$ cat config.mk
export PLATFORM = sky130hd
export DESIGN_NAME = object_reporter
export DESIGN_NICKNAME = d
export VERILOG_FILES = /design/src/rtl/object_reporter.sv
export SDC_FILE = /design/constraint.sdc
export NUM_CORES = 1
export LEC_CHECK = 0
export BUFFER_PORTS_ARGS = -buffer_cell sky130_fd_sc_hd__buf_4
export CAP_MARGIN = 15
export CORE_MARGIN = 1.5
export CORE_UTILIZATION = 45
export DETAILED_ROUTE_END_ITERATION = 10
export PLACE_DENSITY_LB_ADDON = 0.25
export SYNTH_ARGS = -nofsm -noshare
export SYNTH_HDL_FRONTEND = slang
export SYNTH_SLANG_ARGS = --single-unit
export TNS_END_PERCENT = 20
$ cat constraint.sdc
create_clock -name clk -period 3.2 [get_ports clk]
set_clock_uncertainty 0.15 [all_clocks]
set_input_delay 0.96 -clock clk [delete_from_list [all_inputs] [get_ports clk]]
set_output_delay 0.96 -clock clk [all_outputs]
set_load 0.005 [all_outputs]
$ cat src/rtl/object_reporter.sv
// object_reporter: after each frame, walks the object table and computes integer
// centroids with one shared restoring divider. Filtered records go out on a valid/ready stream.
module object_reporter #(
  parameter int LOC_SIZE  = 16,
  parameter int LBL_WIDTH = 8
) (
  input  logic                 clk,
  input  logic                 reset,
  input  logic                 frame_done,
  input  logic [LBL_WIDTH-1:0] num_labels,
  input  logic [LOC_SIZE-1:0]  min_area,
  output logic [LBL_WIDTH-1:0] obj_id,
  input  logic [LOC_SIZE-1:0]  obj_area,
  input  logic [LOC_SIZE-1:0]  obj_x,
  input  logic [LOC_SIZE-1:0]  obj_y,
  output logic                 out_valid,
  input  logic                 out_ready,
  output logic [LBL_WIDTH-1:0] out_id,
  output logic [LOC_SIZE-1:0]  out_area,
  output logic [LOC_SIZE-1:0]  out_cx,
  output logic [LOC_SIZE-1:0]  out_cy,
  output logic                 busy,
  output logic                 done,
  output logic [LBL_WIDTH-1:0] report_count
);

  localparam int CW = $clog2(LOC_SIZE + 1);
  localparam logic [CW-1:0] CNT_LAST = CW'(LOC_SIZE - 1);

  typedef enum logic [2:0] {
    IDLE, ADDR, READ, DIV_X, DIV_Y, EMIT, NEXT, FINISH
  } state_t;

  state_t state, state_next, scan_first;

  logic [LBL_WIDTH-1:0] last_id;
  logic                 pending;
  logic [LOC_SIZE-1:0]  div_rem, div_quo, div_den, y_sum, cx_q;
  logic [CW-1:0]        div_cnt;

  logic [LOC_SIZE:0]    trial;
  logic [LOC_SIZE-1:0]  diff, step_rem, step_quo;
  logic                 ge, div_last, keep, start_scan;

  // One restoring step: shift the next dividend bit into the partial remainder.
  always_comb begin
    trial    = {div_rem, div_quo[LOC_SIZE-1]};
    ge       = (trial >= {1'b0, div_den});
    diff     = trial[LOC_SIZE-1:0] - div_den;
    step_rem = ge ? diff : trial[LOC_SIZE-1:0];
    step_quo = {div_quo[LOC_SIZE-2:0], ge};
  end

  assign div_last   = (div_cnt == CNT_LAST);
  assign keep       = (obj_area != '0) && (obj_area >= min_area);
  assign start_scan = ((state == IDLE) && frame_done) ||
                      ((state == FINISH) && (pending || frame_done));
  // An empty frame passes through NEXT, so done lands two cycles after frame_done.
  assign scan_first = (num_labels == '0) ? NEXT : ADDR;

  always_ff @(posedge clk) begin
    if (reset) state <= IDLE;
    else       state <= state_next;
  end

  always_comb begin
    state_next = state;
    unique case (state)
      IDLE:    if (frame_done) state_next = scan_first;
      ADDR:    state_next = READ;
      READ:    state_next = keep ? DIV_X : NEXT;
      DIV_X:   if (div_last) state_next = DIV_Y;
      DIV_Y:   if (div_last) state_next = EMIT;
      EMIT:    if (out_ready) state_next = NEXT;
      NEXT:    state_next = (obj_id == last_id) ? FINISH : ADDR;
      FINISH:  state_next = start_scan ? scan_first : IDLE;
      default: state_next = IDLE;
    endcase
  end

  assign out_valid = (state == EMIT);
  assign busy      = (state != IDLE) && (state != FINISH);
  assign done      = (state == FINISH);

  always_ff @(posedge clk) begin
    if (reset) begin
      obj_id       <= '0;
      last_id      <= '0;
      pending      <= 1'b0;
      report_count <= '0;
      out_id       <= '0;
      out_area     <= '0;
      out_cx       <= '0;
      out_cy       <= '0;
      div_rem      <= '0;
      div_quo      <= '0;
      div_den      <= '0;
      div_cnt      <= '0;
      y_sum        <= '0;
      cx_q         <= '0;
    end else begin
      if (start_scan) begin
        last_id      <= num_labels;
        report_count <= '0;
        obj_id       <= (num_labels == '0) ? '0 : LBL_WIDTH'(1);
        pending      <= 1'b0;
      end else if (frame_done && busy) begin
        pending <= 1'b1;
      end

      unique case (state)
        READ: begin
          div_den <= obj_area;
          div_quo <= obj_x;
          div_rem <= '0;
          div_cnt <= '0;
          y_sum   <= obj_y;
        end
        DIV_X: begin
          // The last x step also reloads the divider with the y sum.
          if (div_last) begin
            cx_q    <= step_quo;
            div_quo <= y_sum;
            div_rem <= '0;
            div_cnt <= '0;
          end else begin
            div_quo <= step_quo;
            div_rem <= step_rem;
            div_cnt <= div_cnt + CW'(1);
          end
        end
        DIV_Y: begin
          div_quo <= step_quo;
          div_rem <= step_rem;
          div_cnt <= div_cnt + CW'(1);
          if (div_last) begin
            out_id   <= obj_id;
            out_area <= div_den;
            out_cx   <= cx_q;
            out_cy   <= step_quo;
          end
        end
        EMIT: begin
          if (out_ready && (report_count != '1))
            report_count <= report_count + LBL_WIDTH'(1);
        end
        NEXT: begin
          if (obj_id != last_id) obj_id <= obj_id + LBL_WIDTH'(1);
        end
        default: ;
      endcase
    end
  end

endmodule

Word level (Yosys, flattened, before mapping)
Index checks and enable logic that the tools add are counted.
- logic and storage cells: 77
- bits of input ports: 76
- memory bits (read-only): 0
- latch bits: 0
- memory bits (writable): 0
- memories kept: 0
- bits in registers: 169
- shifts and indexed selects: 0
- divide/modulo/power cells: 0
- equal/unequal tests: 16
- multiply operators: 0
- muxes and demuxes: 23
- $add $sub $neg: 4
- reductions and logical operators: 17
- bitwise logic cells: 0
- order comparisons: 2
- operators by type and width (cell ; count):
    case mux 16 bit (3 select lines) ; 2
    two-way mux 16 bit ; 3
    two-way mux 8 bit ; 6
    two-way mux 3 bit ; 8
    case mux 3 bit (8 select lines) ; 1
    greater-or-equal comparator 17 x 16 -> 1 bit ; 1
    adder 8 x 1 -> 8 bit (second input constant) ; 2
    greater-or-equal comparator 16 bit ; 1
    nonzero test 16 bit ; 1
    subtractor 16 bit ; 1
    case mux 5 bit (3 select lines) ; 1
    == test 3 bit (second input constant) ; 4
    == test 8 bit ; 1
    zero test 8 bit ; 1
    inequality test 8 bit ; 1
    inequality test 8 bit (second input constant) ; 1
    == test 3 x 2 -> 1 bit (second input constant) ; 2
    logical AND 1 bit ; 6
    inequality test 2 bit (second input constant) ; 3
    nonzero test 3 bit ; 2
    adder 5 x 1 -> 5 bit (second input constant) ; 1
    == test 5 x 4 -> 1 bit (second input constant) ; 1
    two-way mux 5 bit ; 1
    AND reduction 2 bit ; 2
    8 further kinds ; 9

Logic depth before layout (Yosys ltp)
- word-level depth: 6
- gate-level depth with buffers: 11
- mapped depth without buffers: 11

Worst setup path before layout
No wires, ideal clock.
- path kind: reg2reg
- from: register div_quo[15]
- to: register div_rem[12]
- stages on the path, launching flop included: 12
- slack: 0.588 ns
- path buffers: 0
- arrival time: 2.375 ns
- data required time: 2.963 ns
- library setup time: 0.087 ns
- cell sequence: dfxtp_1 inv_1 ha_1 inv_1 fa_1 a21o_1 o21a_1 o221a_2 a311o_1 a211oi_1 nor3_2 o31ai_1
- word-level cells in the longest chain between the ends: 4
- elaborated cells on any way between the ends: 5
- those cells by class: add/sub (1); order compare (1); mux (3)
- RTL lines (what ; RTL line ; text):
    start: declaration ; 38 ; logic [LOC_SIZE-1:0] div_rem, div_quo, div_den, y_sum, cx_q;
    start signal: assignment ; 114 ; div_quo <= obj_x;
    start signal: assignment ; 123 ; div_quo <= y_sum;
    start signal: assignment ; 127 ; div_quo <= step_quo;
    subtractor 16 bit or greater-or-equal comparator 17 x 16 -> 1 bit (tied branches) ; 49, 48 ;
    two-way mux 16 bit (*) ; 50 ; step_rem = ge ? diff : trial[LOC_SIZE-1:0];
    two-way mux 16 bit ; 121 ; if (div_last) begin
    case mux 16 bit (3 select lines) (*) ; 111 ; unique case (state)
    end signal: assignment ; 128 ; div_rem <= step_rem;
    end signal: assignment ; 134 ; div_rem <= step_rem;
    end: declaration ; 38 ;
Every way passes the cells marked *; elsewhere a longest branch is shown, timed or not.
A chain may end at the register's enable or synchronous reset.

Final worst setup path
- from: register state[2]
- to: output port busy
- word-level cells in the longest chain between the ends: 2
- elaborated cells on any way between the ends: 3
- those cells by class: eq/ne (1); reduce/logical (2)
- RTL lines (what ; RTL line ; text):
    start: declaration ; 34 ; state_t state, state_next, scan_first;
    start signal: assignment ; 63 ; else state <= state_next;
    inequality test 3 bit or nonzero test 3 bit (tied branches) ; 82 ; assign busy = (state != IDLE) && (state != FINISH);
    logical AND 1 bit (*) ; 82 ;
    end: declaration ; 22 ; output logic busy,
Marked as above.

==> flow_summary.json <==
{
  "status": "complete, no violations",
  "irDropWorstVdd_mv": 0.762,
  "maxCapViolations": 0,
  "yosysMostFrequentCell": "nand2_1",
  "synth_top_family_by_area": "compound AO/OA/AOI/OAI gates",
  "grt_usage_pct": 23.5,
  "grt_max_degree": 87,
  "path_clk_slew_ns": 0.07,
  "layout_min_cycle_time_ns": 2.93,
  "die_h_um": 136,
  "place_congestion": 0.890,
  "yosysSeqAreaShare_pct": 42.6,
  "grt_use_met2_pct": 37.7,
  "n_antenna_cell": 0,
  "use_met3_pct": 4.62,
  "nNetsFinal": 1246,
  "cp-start-kind": "flop",
  "setup_violations": 0,
  "htreeDepth": 4,
  "clock.fmax_mhz": 341,
  "grt-busiest-layer": "met2",
  "port_buffers": 150,
  "cts_hold_buf": 0,
  "firstDrtPassIters": 9,
  "worstMarginPinSlew_ns": 0.678,
  "antenna_found_initial": 0,
  "chipWidth_um": 136,
  "post-route-period-util_pct": 91.6,
  "route.detailed.drc": 0,
  "synth_ff_type": "dfxtp_1",
  "worstPathMaxFanout": 21,
  "via_per_inst": 5.52,
  "yosys.area_share.simple_pct": 20.8,
  "fin_util_pct": 57.5,
  "synth.top_cell.area_share_pct": 42.6,
  "r2r_start": "div_den[11]",
  "drtIter0Drc": 529,
  "cts_root_buf": "clkbuf_16",
  "dp_hpwl_mm": 15.1,
  "min_from": "out_id[2]",
  "netlist_instances": 1002,
  "relSlewSlack_pct": 54.7,
  "cts.sinks": 169,
  "crit_family": "flip-flops",
  "synthDistinctLibCells": 69,
  "cts_tree": "built",
  "num_io_pins": 151,
  "ys_warn_count": 0,
  "drive_gt1_share_pct": 19.6,
  "grt_overflow": 0,
  "p_leak_nw": 3.96,
  "syn_nets": 1116,
  "layoutNonFillerInstCount": 1370,
  "vias": 7566,
  "synthesis.area_um2": 7940,
  "clockBufferDepth": 2,
  "endpoint_kind": "output port",
  "core_um2": 17300,
  "avgSynthCellArea_um2": 7.93,
  "yosysTopAreaCell": "dfxtp_1",
  "die_area_um2": 18500,
  "maxSlewViolCount": 0,
  "worstPathArrival_ns": 1.82,
  "antenna_left": 0,
  "ys_ff_latch": 169,
  "start_util_pct": 45.9,
  "routedWlPerCell_um": 15.8,
  "fillers": 1603,
  "grt_pass1_vias": 6795,
  "synth_compound_area_share_pct": 22.1,
  "crit_path_cell_trace": "and3_1 -> nor2_1 -> buf_4",
  "min_path_type": "reg2reg",
  "synth_area_leaders": "dfxtp_1, nand2_1, a21oi_1",
  "place_inst": 1338,
  "worstSetupPathType": "reg2out",
  "cts_buffers": 17,
  "critPathLaunch": "state[2]",
  "area_delta_synth_final_pct": 25.1,
  "finalHoldViolCount": 0,
  "synthArstFlopShare_pct": 0,
  "row_count": 48,
  "post_cts_buffers": 0,
  "grt_util_met1_pct": 32.3,
  "critPathBufInv": 1,
  "synth-xor-area-share_pct": 2.10,
  "synthMuxAreaShare_pct": 1.47,
  "tns_ns": 0,
  "power_density_nw_per_um2": 893,
  "synthTopCellsByCount": "nand2_1, dfxtp_1, a21oi_1",
  "synth_fa_ha_area_share_pct": 6.08,
  "cpPeakStageDelay_ns": 0.71,
  "rsz0062_at_grt": "false",
  "totalWireLength_mm": 21.6,
  "synth-edff-count": 0,
  "worstSkewPairLatency_ns": 0.43,
  "cpMaxStageDelayCell": "dfxtp_1",
  "crit_required_ns": 2.09,
  "cts_resized": 0,
  "grt_pass1_wl_mm": 34.3
}
==> sequential cells by signal, summed over array words and instances (netlist names), 16 cells and up <==
name      cells
cx_q         16
div_den      16
div_quo      16
div_rem      16
out_area     16
out_cx       16
out_cy       16
y_sum        16
==> layout make-up <==
class	instances	area, µm²	share of cell area, %
multi-input combinational	733	4180	42.1
clock buffer	17	425	4.28
clock inverter	15	195	1.96
inverter	41	154	1.55
timing repair buffer	170	1310	13.2
tap	225	282	2.83
sequential	169	3380	34.0
==> power breakdown <==
part | leakage (nW) | internal [W] | switching, W
logic | 2.29 | 0.00176 | 0.00237
registers | 1.37 | 0.00233 | 0.000262
clock network | 0.303 | 0.00114 | 0.00100
total | 3.96 | 0.00523 | 0.00364
==> path summary, 6_finish.rpt <==
kind / slack, ns / cells past startpoint / endpoint
setup reg to reg: 0.28 / 9 / div_rem[15]
hold reg to reg: 0.31 / 2 / out_id[2]
setup / recovery: 0.27 / 3 / busy
hold / removal: 0.31 / 2 / out_id[2]
==> through the flow <==
step	power (W)	hold slack [ns]	worst slack [ns]	instance area (µm²)
6_report	0.00887	0.305	0.268	9940
5_1_grt	0.00941	0.324	0.124	9940
4_1_cts	0.00887	0.306	0.276	9940
3_5_place_dp	0.00671	0.296	0.313	9320
3_3_place_gp	0.00669	0.292	0.363	9320
2_1_floorplan	0.00582	0.282	0.588	7940
==> placed cells by master (no fill, tap or decap), types with 17 or more instances in the layout <==
cell       count
o21ai_1       17
nand2_1      264
clkbuf_16     17
nor2_1        33
inv_1         40
o21ai_0       17
buf_4        167
dfxtp_1      169
a21oi_1      155
ha_1          37
==> cell families (layout without fill, tap and decap cells) <==
family | Yosys count | in the layout
AOI/OAI and AO/OA | 280 | 280
xor gates and xnor gates | 19 | 19
adders and majority gates | 38 | 38
buffers and inverters | 100 | 243
DFF | 169 | 169
muxes | 11 | 11
and+or+nand+nor | 385 | 385
==> worst register-to-register path: cells and delay by family, from the launching register on <==
family,cells,cell delay [ns]
DFF,1,0.36
and+or+nand+nor,4,1.12
AOI/OAI and AO/OA,3,0.72
adders and majority gates,1,0.40
buffers and inverters,1,0.05
==> routing by layer <==
metal	vias to the layer above	wire, µm
li1	3741	-
met1	3585	10000
met2	221	10000
met5	-	0
met3	19	1350
met4	0	214
Note: power is estimated with default switching activity, not from simulation.
